**src/rtl/pipeline_hazard_sequencer.sv**
```systemverilog
// Pipeline control sequencer: merges memory freezes, load-use stalls and annulled-branch
// squashes into one prioritised FSM driving PC / IF/ID / ID/EX controls, plus saturating counters.
module pipeline_hazard_sequencer #(
    parameter int STALL_CYCLES = 1,
    parameter int FLUSH_CYCLES = 1,
    parameter int CNT_W        = 16
) (
    input  logic             clk,
    input  logic             system_reset,
    input  logic             ID_branch_instr,
    input  logic             a,
    input  logic             condition_handler_instr,
    input  logic             load_use_hazard,
    input  logic             mem_busy,
    output logic             pc_ld,
    output logic             if_id_ld,
    output logic             if_id_reset,
    output logic             id_ex_nop,
    output logic [CNT_W-1:0] stall_count,
    output logic [CNT_W-1:0] annul_count,
    output logic [1:0]       state_dbg_o
);

    localparam int MAXC = (STALL_CYCLES > FLUSH_CYCLES) ? STALL_CYCLES : FLUSH_CYCLES;
    localparam int RW   = $clog2(MAXC + 1);
    localparam logic [RW-1:0] STALL_REM = RW'(STALL_CYCLES - 1);
    localparam logic [RW-1:0] FLUSH_REM = RW'(FLUSH_CYCLES - 1);
    localparam logic [RW-1:0] REM_ONE   = RW'(1);

    typedef enum logic [1:0] {RUN, LU_STALL, FLUSH, MEM_WAIT} state_t;

    // Handshake-free block: every control is a level valid for the current cycle only.
    state_t           state_q, state_d, ret_q, ret_d;
    logic [RW-1:0]    rem_q, rem_d;
    logic [CNT_W-1:0] stall_cnt_q, annul_cnt_q;
    logic             annul;

    assign annul       = ID_branch_instr & a & ~condition_handler_instr;
    assign state_dbg_o = state_q;
    assign stall_count = stall_cnt_q;
    assign annul_count = annul_cnt_q;

    always_comb begin
        state_d     = state_q;
        ret_d       = ret_q;
        rem_d       = rem_q;
        pc_ld       = 1'b0;
        if_id_ld    = 1'b0;
        if_id_reset = 1'b0;
        id_ex_nop   = 1'b0;
        case (state_q)
            RUN: begin
                if (mem_busy) begin
                    ret_d   = RUN;
                    state_d = MEM_WAIT;
                end else if (load_use_hazard) begin
                    id_ex_nop = 1'b1;
                    if (STALL_CYCLES > 1) begin
                        rem_d   = STALL_REM;
                        state_d = LU_STALL;
                    end
                end else if (annul) begin
                    if_id_reset = 1'b1;
                    pc_ld       = 1'b1;
                    if_id_ld    = 1'b1;
                    if (FLUSH_CYCLES > 1) begin
                        rem_d   = FLUSH_REM;
                        state_d = FLUSH;
                    end
                end else begin
                    pc_ld    = 1'b1;
                    if_id_ld = 1'b1;
                end
            end
            LU_STALL: begin
                if (mem_busy) begin
                    ret_d   = LU_STALL;
                    state_d = MEM_WAIT;
                end else begin
                    id_ex_nop = 1'b1;
                    rem_d     = rem_q - 1'b1;
                    if (rem_q == REM_ONE) state_d = RUN;
                end
            end
            FLUSH: begin
                if (mem_busy) begin
                    ret_d   = FLUSH;
                    state_d = MEM_WAIT;
                end else begin
                    if_id_reset = 1'b1;
                    pc_ld       = 1'b1;
                    if_id_ld    = 1'b1;
                    rem_d       = rem_q - 1'b1;
                    if (rem_q == REM_ONE) state_d = RUN;
                end
            end
            MEM_WAIT: begin
                // The release cycle still shows all controls low; resume on the next clock.
                if (!mem_busy) state_d = ret_q;
            end
            default: state_d = RUN;
        endcase
        if (system_reset) begin
            pc_ld       = 1'b0;
            if_id_ld    = 1'b0;
            if_id_reset = 1'b1;
            id_ex_nop   = 1'b0;
        end
    end

    always_ff @(posedge clk or posedge system_reset) begin
        if (system_reset) begin
            state_q     <= RUN;
            ret_q       <= RUN;
            rem_q       <= '0;
            stall_cnt_q <= '0;
            annul_cnt_q <= '0;
        end else begin
            state_q <= state_d;
            ret_q   <= ret_d;
            rem_q   <= rem_d;
            if (id_ex_nop && (stall_cnt_q != {CNT_W{1'b1}}))
                stall_cnt_q <= stall_cnt_q + 1'b1;
            if (if_id_reset && !system_reset && (annul_cnt_q != {CNT_W{1'b1}}))
                annul_cnt_q <= annul_cnt_q + 1'b1;
        end
    end

endmodule
```
**config.mk**
```make
export PLATFORM = sky130hd
export DESIGN_NAME = pipeline_hazard_sequencer
export DESIGN_NICKNAME = d
export VERILOG_FILES = /design/src/rtl/pipeline_hazard_sequencer.sv
export SDC_FILE = /design/constraint.sdc
export NUM_CORES = 1
export LEC_CHECK = 0
export ABC_CLOCK_PERIOD_IN_PS = 2300
export CAP_MARGIN = 20
export CORE_MARGIN = 2
export CORE_UTILIZATION = 50
export DETAILED_ROUTE_END_ITERATION = 10
export PLACE_DENSITY = 0.79
export SETUP_SLACK_MARGIN = 0.02
export SYNTH_ARGS = -nofsm -noshare
export SYNTH_HDL_FRONTEND = slang
export SYNTH_SLANG_ARGS = --single-unit
```
**constraint.sdc**
```tcl
create_clock -name clk -period 2.3 [get_ports clk]
set_input_delay 0.345 -clock clk [delete_from_list [all_inputs] [get_ports clk]]
set_output_delay 0.345 -clock clk [all_outputs]
set_load 0.005 [all_outputs]
```
==> flow_summary.json, run 1 <==
{
  "worstHoldStart": "annul_count[10]",
  "drt_wl_total_mm": 4.37,
  "cts_buffers": 5,
  "syn_to_final_growth_pct": 32.6,
  "ir_drop_v": 0.000546,
  "final_cell_mix": "43 x clkdlybuf4s50_1, 37 x dfrtp_1, 18 x xor2_1",
  "grt_max_degree": 38,
  "ys_warn_count": 0,
  "clkTransAtPathRegs_ns": 0.08,
  "final_common_cell": "clkdlybuf4s50_1",
  "clock_path_buffers": 2,
  "start_kind": "input pin",
  "cts_tree": "done",
  "ys_types": 37,
  "dpl_cell_area_mm2": 0.00260,
  "die_w_um": 68.1,
  "hold_path_class": "flip-flop to flip-flop",
  "root_buffer": "clkbuf_8",
  "fin_hold_ws_ns": 0.495,
  "cap_violations": 0,
  "drt-initial-drc-count": 139,
  "numPortBuffers": 44,
  "finalWeightedCongestion": 0.849,
  "cp-end-kind": "output port",
  "finalHoldViolCount": 0,
  "max_freq_mhz": 456,
  "syn_avg_cell_area_um2": 10.6,
  "met3WireLength_um": 233,
  "final_area_mm2": 0.00272,
  "worstMarginPinSlew_ns": 0.682,
  "met1Wirelength_mm": 1.97,
  "post-place-cells": 295,
  "power_density_mw_per_mm2": 808,
  "rows": 23,
  "dieArea_mm2": 0.00463,
  "min_to": "annul_count[10]",
  "r2r_end": "annul_count[1]",
  "clock_sinks": 37,
  "route.met2.wl_mm": 2.11,
  "min_period_ns": 2.19,
  "dieHeight_um": 68.1,
  "ys_ff_latch": 37,
  "antennaDiodeCount": 0,
  "status": "completed",
  "hold_depth": 1,
  "wl_per_cell_um": 14.4,
  "path_class": "input pin to output port",
  "first_pass_iters": 4,
  "grt_pass1_vias": 1613,
  "p_leak_nw": 1.21,
  "postRouteAntennaNets": 0,
  "slew_viol_final": 0,
  "grt_use_total_pct": 21.0,
  "drive_above_1_share_pct": 14.6,
  "r2r-start": "state_dbg_o[1]",
  "drc": 0,
  "synthesis.area_mm2": 0.00205,
  "syn_inst": 194,
  "io_pins": 45,
  "ctsHoldBuffers": 0,
  "dpl.hpwl_mm": 3.19,
  "fill_cells": 315,
  "top_layer_used": "met4",
  "finClkSkew_ns": 0.00773,
  "fp.coreArea_mm2": 0.00397,
  "slew_headroom_pct": 54.1,
  "reg2reg_slack_ns": 0.35,
  "arrival_ns": 1.85,
  "setup_viol": 0,
  "yosysSeqAreaShare_pct": 45.1,
  "vias": 1698,
  "finalCritPeriodShare_pct": 95.3,
  "final_cells": 303,
  "post-route-util_pct": 68.5,
  "antenna_found_initial": 0,
  "gr-total-overflow": 0,
  "reg2regPathDepth": 6,
  "crit_fanout": 4,
  "htree_levels": 2,
  "nets": 267,
  "start_util_pct": 51.7,
  "rsz0062_at_grt": "false",
  "via_per_inst": 5.60,
  "grt_pass1_wl_mm": 7.29,
  "cts_setup_buffers": 0,
  "insertion_delay_ns": 0.30,
  "crit_required_ns": 1.96,
  "synth.net_count": 209
}
worst max path at each step:
stage	depth (start not counted)	slack [ns]	to	startpoint
5_1_grt	4	0.05	if_id_ld	system_reset
4_1_cts	5	0.07	id_ex_nop	state_dbg_o[0]
6_report	4	0.11	if_id_ld	system_reset
3_5_place_dp	5	-0.03	if_id_reset	ID_branch_instr
3_3_place_gp	5	0.11	if_id_reset	ID_branch_instr
2_1_floorplan	7	0.40	annul_count[7]	state_dbg_o[0]
worst max-delay path, cell delays in order:
cell,delay (ns)
clkdlybuf4s50_1,0.46
or2_2,0.34
nor2_1,0.17
clkdlybuf4s50_1,0.53
per-layer routing:
metal / track usage, % / up-vias
met4: 8.25 / 0
met2: 35.3 / 52
met5: 0 / -
li1: - / 819
met3: 5.26 / 7
met1: 25.9 / 820
kinds of logic (layout without fill, tap and decap cells):
kind of cell / after synthesis / after routing / synth area share, %
DFF: 37 / 37 / 45.1
xor gates and xnor gates: 28 / 28 / 12.0
muxes: 9 / 9 / 4.94
and+or+nand+nor: 86 / 86 / 24.6
buffers and inverters: 11 / 70 / 2.74
adders and majority gates: 8 / 8 / 4.88
AOI/OAI and AO/OA: 15 / 15 / 5.79
synthesized netlist by cell type:
cell type / count / area, µm²
a211oi_1: 1 / 7.51
and2_1: 1 / 6.26
nand2_1: 15 / 56.3
buf_4: 2 / 15.0
nor4bb_1: 1 / 10.0
nor2b_1: 1 / 6.26
nor3b_1: 3 / 22.5
o31ai_1: 1 / 7.51
nand2b_1: 1 / 6.26
xnor2_1: 10 / 87.6
o311ai_0: 1 / 8.76
ha_1: 8 / 100
nor3b_4: 1 / 18.8
a41oi_4: 1 / 27.5
nand3_1: 15 / 75.1
nor4_1: 9 / 56.3
o21ai_0: 1 / 5.00
or3_1: 1 / 6.26
nand4_1: 11 / 68.8
buf_6: 1 / 11.3
nor2_4: 1 / 11.3
nor4_4: 1 / 21.3
a21oi_1: 6 / 30.0
nor3_1: 9 / 45.0
and3_1: 5 / 31.3
a2111oi_0: 1 / 8.76
mux2_2: 9 / 101
or4_1: 1 / 7.51
dfrtp_1: 37 / 926
or2_2: 1 / 6.26
and4_1: 3 / 26.3
a21o_1: 1 / 7.51
nor2_1: 6 / 22.5
xor2_1: 18 / 158
o2111ai_1: 1 / 8.76
o21a_1: 1 / 7.51
inv_1: 8 / 30.0
registers in the layout, indices dropped and copies added, names as in the netlist:
| register | flops |
|---|---|
| ret_q | 2 |
| stall_count | 16 |
| state_dbg_o | 2 |
| annul_count | 16 |
| rem_q | 1 |
where the power goes:
part | switching [mW] | internal [mW] | leakage [nW]
clock | 0.243 | 0.209 | 0.0439
sequential | 0.136 | 0.768 | 0.486
combinational | 0.353 | 0.489 | 0.679
area by class of cell:
class / instances / area, µm² / area share, %
clock buffer: 5 / 68.8 / 2.53
clock inverter: 3 / 17.5 / 0.644
inverter: 8 / 30.0 / 1.10
multi-input combinational: 146 / 1100 / 40.5
sequential: 37 / 926 / 34.0
tap: 50 / 62.6 / 2.30
timing repair buffer: 54 / 514 / 18.9
what timing repair did:
item                                   4_1_cts  5_1_grt
pin swaps                                    0        0
setup endpoints to repair                    2        1
gates resized for setup                      7        1
endpoints found under the hold margin        0        0
gates cloned                                 0        0
stage by stage:
step	total power, mW	TNS [ns]	worst slack (ns)
2_1_floorplan	1.34	0	0.400
3_3_place_gp	1.69	0	0.107
3_5_place_dp	1.71	-0.0285	-0.0285
4_1_cts	2.21	0	0.0707
5_1_grt	2.35	0	0.0476
6_report	2.20	0	0.107
Note: power is estimated with default switching activity, not from simulation.
==> run 2, diff against run 1 <==
--- a/config.mk
+++ b/config.mk
@@ -9,6 +9,7 @@
 export CAP_MARGIN = 20
 export CORE_MARGIN = 2
 export CORE_UTILIZATION = 50
+export CTS_CLUSTER_SIZE = 10
 export DETAILED_ROUTE_END_ITERATION = 10
 export PLACE_DENSITY = 0.79
 export SETUP_SLACK_MARGIN = 0.02
==> results of run 2 <==
Same layout as run 1: the final DEF is identical, and so are final timing and power.
